[src/rtl/switch_input_port_if.sv]
// Picoblaze-side port bus of the switch conditioning stage: address/strobe/ack
// in, registered read data and interrupt request out.
interface switch_input_port_if;
  logic [7:0] PORT_ID;
  logic       READ_STROBE;
  logic       INTERRUPT_ACK;
  logic [7:0] IN_PORT_DATA;
  logic       INTERRUPT;

  modport master (
    output PORT_ID, READ_STROBE, INTERRUPT_ACK,
    input  IN_PORT_DATA, INTERRUPT
  );

  modport slave (
    input  PORT_ID, READ_STROBE, INTERRUPT_ACK,
    output IN_PORT_DATA, INTERRUPT
  );
endinterface

[src/rtl/switch_input_port.sv]
// Board switch conditioning: 2-flop sync, per-bit debounce, sticky change flags,
// change interrupt and a registered two-port read mux for the Picoblaze.
module switch_input_port #(
  parameter int unsigned DEBOUNCE_CYCLES = 1000000,
  parameter int unsigned CNT_W           = 24,
  parameter logic [7:0]  STATE_PORT      = 8'h00,
  parameter logic [7:0]  CHANGE_PORT     = 8'h01
) (
  input  logic               CLK_IN,
  input  logic               RESET_IN,
  input  logic [7:0]         SWITCHES,
  output logic [7:0]         SWITCH_STATE,
  switch_input_port_if.slave pb
);

  localparam logic [CNT_W-1:0] CNT_LAST = CNT_W'(DEBOUNCE_CYCLES - 1);

  logic [7:0]       sync1_q, sync1_d;
  logic [7:0]       sync2_q, sync2_d;
  logic [7:0]       state_q, state_d;
  logic [CNT_W-1:0] cnt_q [8];
  logic [CNT_W-1:0] cnt_d [8];
  logic [7:0]       flags_q, flags_d;
  logic             irq_q, irq_d;
  logic [7:0]       rd_data_q, rd_data_d;
  logic [7:0]       change_evt;
  logic             flag_clr;

  always_comb begin
    sync1_d    = SWITCHES;
    sync2_d    = sync1_q;
    state_d    = state_q;
    change_evt = '0;
    for (int i = 0; i < 8; i++) begin
      cnt_d[i] = '0;
      // Count only while the synchronised level disagrees with the debounced one
      if (sync2_q[i] != state_q[i]) begin
        if (cnt_q[i] == CNT_LAST) begin
          state_d[i]    = sync2_q[i];
          change_evt[i] = 1'b1;
        end else begin
          cnt_d[i] = cnt_q[i] + CNT_W'(1);
        end
      end
    end

    // An event on the clearing edge wins for its own bit
    flag_clr = pb.READ_STROBE && (pb.PORT_ID == CHANGE_PORT);
    flags_d  = (flag_clr ? 8'h00 : flags_q) | change_evt;
    irq_d    = (|change_evt) | (irq_q & ~pb.INTERRUPT_ACK);

    if (pb.PORT_ID == STATE_PORT) begin
      rd_data_d = state_q;
    end else if (pb.PORT_ID == CHANGE_PORT) begin
      rd_data_d = flags_q;
    end else begin
      rd_data_d = 8'h00;
    end
  end

  always_ff @(posedge CLK_IN or posedge RESET_IN) begin
    if (RESET_IN) begin
      sync1_q   <= '0;
      sync2_q   <= '0;
      state_q   <= '0;
      flags_q   <= '0;
      irq_q     <= 1'b0;
      rd_data_q <= '0;
      for (int i = 0; i < 8; i++) begin
        cnt_q[i] <= '0;
      end
    end else begin
      sync1_q   <= sync1_d;
      sync2_q   <= sync2_d;
      state_q   <= state_d;
      flags_q   <= flags_d;
      irq_q     <= irq_d;
      rd_data_q <= rd_data_d;
      for (int i = 0; i < 8; i++) begin
        cnt_q[i] <= cnt_d[i];
      end
    end
  end

  assign SWITCH_STATE    = state_q;
  assign pb.IN_PORT_DATA = rd_data_q;
  assign pb.INTERRUPT    = irq_q;

endmodule
[src/flat_wrapper.sv]
// flat-port wrapper written by rule: the top's interface ports become plain ports
module switch_input_port_flat 
#(
  parameter int unsigned DEBOUNCE_CYCLES = 1000000,
  parameter int unsigned CNT_W           = 24,
  parameter logic [7:0]  STATE_PORT      = 8'h00,
  parameter logic [7:0]  CHANGE_PORT     = 8'h01
)
  (CLK_IN, RESET_IN, SWITCHES, SWITCH_STATE, pb_PORT_ID, pb_READ_STROBE, pb_INTERRUPT_ACK, pb_IN_PORT_DATA, pb_INTERRUPT);
  switch_input_port_if pb_i ();
  input  logic CLK_IN;
  input  logic RESET_IN;
  input  logic [7:0] SWITCHES;
  output logic [7:0] SWITCH_STATE;
  input wire logic [$bits(pb_i.PORT_ID)-1:0] pb_PORT_ID;
  input wire logic [$bits(pb_i.READ_STROBE)-1:0] pb_READ_STROBE;
  input wire logic [$bits(pb_i.INTERRUPT_ACK)-1:0] pb_INTERRUPT_ACK;
  output wire logic [$bits(pb_i.IN_PORT_DATA)-1:0] pb_IN_PORT_DATA;
  output wire logic [$bits(pb_i.INTERRUPT)-1:0] pb_INTERRUPT;
  assign pb_i.PORT_ID = pb_PORT_ID;
  assign pb_i.READ_STROBE = pb_READ_STROBE;
  assign pb_i.INTERRUPT_ACK = pb_INTERRUPT_ACK;
  assign pb_IN_PORT_DATA = pb_i.IN_PORT_DATA;
  assign pb_INTERRUPT = pb_i.INTERRUPT;
  switch_input_port #(.DEBOUNCE_CYCLES(DEBOUNCE_CYCLES), .CNT_W(CNT_W), .STATE_PORT(STATE_PORT), .CHANGE_PORT(CHANGE_PORT)) u_core (.CLK_IN(CLK_IN), .RESET_IN(RESET_IN), .SWITCHES(SWITCHES), .SWITCH_STATE(SWITCH_STATE), .pb(pb_i));
endmodule
[config.mk]
export PLATFORM = sky130hd
export DESIGN_NAME = switch_input_port_flat
export DESIGN_NICKNAME = d
export VERILOG_FILES = /design/src/rtl/switch_input_port_if.sv /design/src/rtl/switch_input_port.sv /design/src/flat_wrapper.sv
export SDC_FILE = /design/constraint.sdc
export NUM_CORES = 1
export LEC_CHECK = 0
export BUFFER_PORTS_ARGS = -buffer_cell sky130_fd_sc_hd__buf_2
export CORE_AREA = 4 4 197 199
export DETAILED_ROUTE_END_ITERATION = 7
export DIE_AREA = 0 0 201 203
export PLACE_DENSITY_LB_ADDON = 0.08
export SETUP_SLACK_MARGIN = 0.02
export SKIP_CTS_REPAIR_TIMING = 1
export SYNTH_ARGS = -nofsm -noshare
export SYNTH_HDL_FRONTEND = slang
export SYNTH_SLANG_ARGS = --single-unit
export TNS_END_PERCENT = 5
[constraint.sdc]
create_clock -name CLK_IN -period 10.7 [get_ports CLK_IN]
set_input_delay 1.605 -clock CLK_IN [delete_from_list [all_inputs] [get_ports CLK_IN]]
set_output_delay 1.605 -clock CLK_IN [all_outputs]
set_load 0.005 [all_outputs]
## After elaboration in Yosys (flattened, before gate mapping)

Cells that the tools add are included.

- $add $sub $neg: 8
- Equality and inequality tests: 17
- Mux-type cells: 35
- Bitwise operators: 4
- Reductions and logical operators: 11

Operator list:

| kind | number |
|---|---|
| two-way mux 24 bit | 16 |
| adder 24 x 1 -> 24 bit, second input constant | 8 |
| == test 24 x 20 -> 1 bit, second input constant | 8 |
| two-way mux 8 bit | 3 |
| two-way mux 1 bit | 16 |
| AND reduction 2 bit | 8 |
| == test 8 x 1 -> 1 bit, second input constant | 1 |
| zero test 8 bit | 1 |
| inequality test 1 bit | 8 |
| bitwise OR 8 bit | 1 |
| OR reduction 8 bit | 1 |
| bitwise AND 1 bit | 1 |
| logical AND 1 bit | 1 |
| NOT 1 bit | 1 |
| bitwise OR 1 bit | 1 |

- Bits in registers: 233
- Input bits: 20
- Output and inout port bits: 17
- Logic and storage cells: 96

## Depth between registers and ports, before layout

- Word-level depth: 5
- Depth in mapped cells: 8
- Mapped depth without buffers: 6

## Worst setup path before layout

Ideal clock, no wire load.

- Path type: in2reg
- Start: input pb_PORT_ID[5]
- End: register u_core.flags_q[2]
- Setup time: 121 ps
- Data arrival time: 2630 ps
- Data required time: 10579 ps
- Path slack: 7949 ps
- Stages: 5
- Path buffers: 1
- Path through: nor4_1 and3_1 buf_2 nand2_1 a22o_1

- Word-level cells in the longest chain between the ends: 4

Ends and longest elaborated chain:

| item | line | RTL |
|---|---|---|
| start: declaration | flat_wrapper.sv:15 | `input wire logic [$bits(pb_i.PORT_ID)-1:0] pb_PORT_ID;` |
| == test 8 x 1 -> 1 bit | switch_input_port.sv:48 | `flag_clr = pb.READ_STROBE && (pb.PORT_ID == CHANGE_PORT);` |
| logical AND 1 bit | switch_input_port.sv:48 |  |
| two-way mux 8 bit | switch_input_port.sv:49 | `flags_d = (flag_clr ? 8'h00 : flags_q) \| change_evt;` |
| bitwise OR 8 bit | switch_input_port.sv:49 |  |
| via u_core.flags_d[2] | switch_input_port.sv:23 | `logic [7:0] flags_q, flags_d;` |
| end signal: assignment | switch_input_port.sv:76 | `flags_q <= flags_d;` |
| end: declaration | switch_input_port.sv:23 |  |

The timed path passes the listed nets, and every way through them passes these cells.
A chain may end at the register's enable or synchronous reset.

==> results.toml <==
[floorplanning]
start_util_pct = 29.7
rows = 71
die_w_um = 201
coreArea_um2 = 37200
die_area_um2 = 40800
die_h_um = 203
ios = 37

[finish]
nets = 1142
nFillCells = 3815
syn_to_final_growth_pct = 14.8
num_antenna_cells = 0
most-common-layout-cells = "dfrtp_1, nor2_1, xor2_1"
drive_gt1_share_pct = 11.7
final_cells = 1612
layout_commonest_cell = "dfrtp_1"
design_area_um2 = 12700

[worst_setup_path]
end_kind = "async pin"
cp.arrival_ns = 3.97
path_common_cell = "buf_4"
critPathMaxFanout = 107
worst-path-buf-inv = 4
start_kind = "input pin"
crit_slowest_cell = "buf_4"
cp_top_family = "buffers and inverters"
cp_cell_sequence = "buf_2 > inv_8 > buf_4 > buf_4"
slowest_delay_ns = 0.80
criticalPathCategory = "input pin to async pin"
cp.required_ns = 11.28

[clock_network]
htreeDepth = 1
cts_sinks = 233
clkSlewWorstSetupHoldPaths_ns = 0.06
cts_buffers = 30
clock_latency_ns = 0.55
cts_tree = "done"
root_buffer = "clkbuf_16"
cts.path.max_buffers = 3

[timing]
fin_crit_sh_pct = 31.7
fmaxAchievable_mhz = 295
relSlewSlack_pct = 34.4
hold_viol = 0
setup_viol = 0
min_period_ns = 3.39
fin_setup_tns_ns = 0
rsz0062_at_grt = "no"
worstMarginPinSlew_ns = 0.984
slew_violations = 0
skew_ns = 0.0112

[power]
comb_power_share_pct = 2.6
p_sw_share_pct = 22.3
p_clk_share_pct = 51.6
p_sw_uw = 440
power.internal_mw = 1.53
ir_drop_uv = 111
power.density_nw_per_um2 = 155
seq_power_share_pct = 45.8
p_leak_nw = 5.40

[global_route]
antenna_found_initial = 0
grt_pass1_vias = 7827
grt_remaining_overflow = 0
grt_pass1_wl_um = 41500
grt_max_degree = 108
gr-usage-all-layers_pct = 12.0

[yosys]
seq_area_frac_synth_pct = 52.8
ys_warn_count = 0
syn_area_per_cell_um2 = 10.3
netlist.area_leader.share_pct = 52.8
synthArstFlopShare_pct = 100
netlist_instances = 1074
synthTopCellsByArea = "dfrtp_1, nor2_1, xor2_1"
syn-num-nets = 1102
synth_largest_area_cell = "dfrtp_1"
synth_cell_types = 49
synth_seq_cells = 233
synth_enable_flop_cells = 0
netlist_area_um2 = 11000
yosys_most_used_dff = "dfrtp_1"

[drt]
via_per_inst = 4.73
dr.pass1.iters = 4
drt_wl_total_um = 24400
dr.first_iter.drc_count = 351
detail-route-antenna-nets = 0
routedWlPerCell_um = 15.1
via_count = 7631
drc = 0

[place]
portBuffers = 36
dp.cells = 1556
place.detailed.hpwl_um = 15800
placed_cell_area_um2 = 11700
place.gp.congestion = 0.731

[status]
status = "finished clean"

[run]
cap_violations = 0

[hold_path]
worst_hold_path_type = "register to register"
[cell usage after synthesis, types with 3 or more instances]
cell / number
and2_1: 6
nor3b_1: 3
nand3_2: 3
or3_1: 13
nor2_1: 205
and4_1: 22
inv_1: 28
nor4_1: 24
mux2_2: 8
xor2_1: 85
dfrtp_1: 233
xnor2_1: 83
nor3_1: 26
nand2_1: 49
a21oi_1: 16
a21o_1: 4
buf_4: 7
buf_2: 21
and3_1: 25
o21ai_0: 14
nor4_4: 3
or2_2: 5
nor4b_1: 16
nand3_1: 62
nor3_2: 9
ha_1: 8
or2_1: 3
clkbuf_1: 3
nand4_1: 54
a22o_1: 12
[cell type report]
| class | count | area, um^2 | area share (%) |
|---|---|---|---|
| clock buffer | 43 | 891 | 7.02 |
| clock inverter | 13 | 119 | 0.937 |
| inverter | 28 | 113 | 0.887 |
| multi-input combinational | 781 | 4930 | 38.9 |
| sequential | 233 | 5830 | 46.0 |
| tap | 474 | 593 | 4.67 |
| timing repair buffer | 40 | 210 | 1.66 |
[routing by layer]
metal / wire (um) / up-vias / track usage (%)
met5: 0 / - / 0
met3: 763 / 30 / 2.04
met1: 12300 / 3743 / 17.3
met2: 10900 / 74 / 18.9
li1: - / 3784 / -
met4: 428 / 0 / 3.12
[through the flow]
stage          utilization (%)  hold slack (ns)  setup slack (ns)  power (mW)
3_5_place_dp              31.4            0.338              6.52       0.972
4_1_cts                   34.1            0.351              7.13        2.02
6_report                  34.1            0.350              7.31        1.97
2_1_floorplan                -            0.331              2.71       0.954
5_1_grt                   34.1            0.352              6.83        2.06
3_3_place_gp              31.4            0.332              6.54       0.973
[worst paths after layout]
check	from	to	slack, ns	cells past startpoint
hold / removal	u_core.sync1_q[5]$_DFF_PP0_	u_core.sync2_q[5]$_DFF_PP0_	0.35	0
setup reg to reg	u_core.cnt_q[96]$_DFF_PP0_	u_core.cnt_q[104]$_DFF_PP0_	8.31	6
setup / recovery	RESET_IN	u_core.cnt_q[137]$_DFF_PP0_	7.31	4
hold reg to reg	u_core.sync1_q[5]$_DFF_PP0_	u_core.sync2_q[5]$_DFF_PP0_	0.35	0
min in group asynchronous	RESET_IN	u_core.sync1_q[5]$_DFF_PP0_	1.21	2
max in group CLK_IN	u_core.SWITCH_STATE[7]$_DFFE_PP0P_	SWITCH_STATE[7]	7.93	1
[power by group through the flow]
stage / combinational (mW) / sequential, mW / clock, mW
finish: 0.0514 / 0.902 / 1.02
global route: 0.0618 / 0.903 / 1.10
CTS: 0.0550 / 0.901 / 1.06
detailed placement: 0.0548 / 0.918 / 0
global placement: 0.0554 / 0.917 / 0
floorplan: 0.0390 / 0.915 / 0
[registers in the layout, indices dropped and copies added (netlist names)]
| signal | count |
|---|---|
| u_core.pb.INTERRUPT | 1 |
| u_core.sync1_q | 8 |
| u_core.pb.IN_PORT_DATA | 8 |
| u_core.flags_q | 8 |
| u_core.cnt_q | 192 |
| u_core.SWITCH_STATE | 8 |
| u_core.sync2_q | 8 |
[worst reg2reg max path: cells and delay by family (launching register included)]
kind | cells | cell delay [ns]
and+or+nand+nor | 5 | 1.64
DFF | 1 | 0.39
adders and majority gates | 1 | 0.22
[cells by family after synthesis]
kind of cell,after synthesis,synth area share (%)
simple gates,543,26.3
flops,233,52.8
xor+xnor,168,13.3
buf+inv,60,2.58
compound gates,54,3.31
mux,8,0.815
fa+ha+maj,8,0.906
Note: power is estimated with default switching activity, not from simulation.
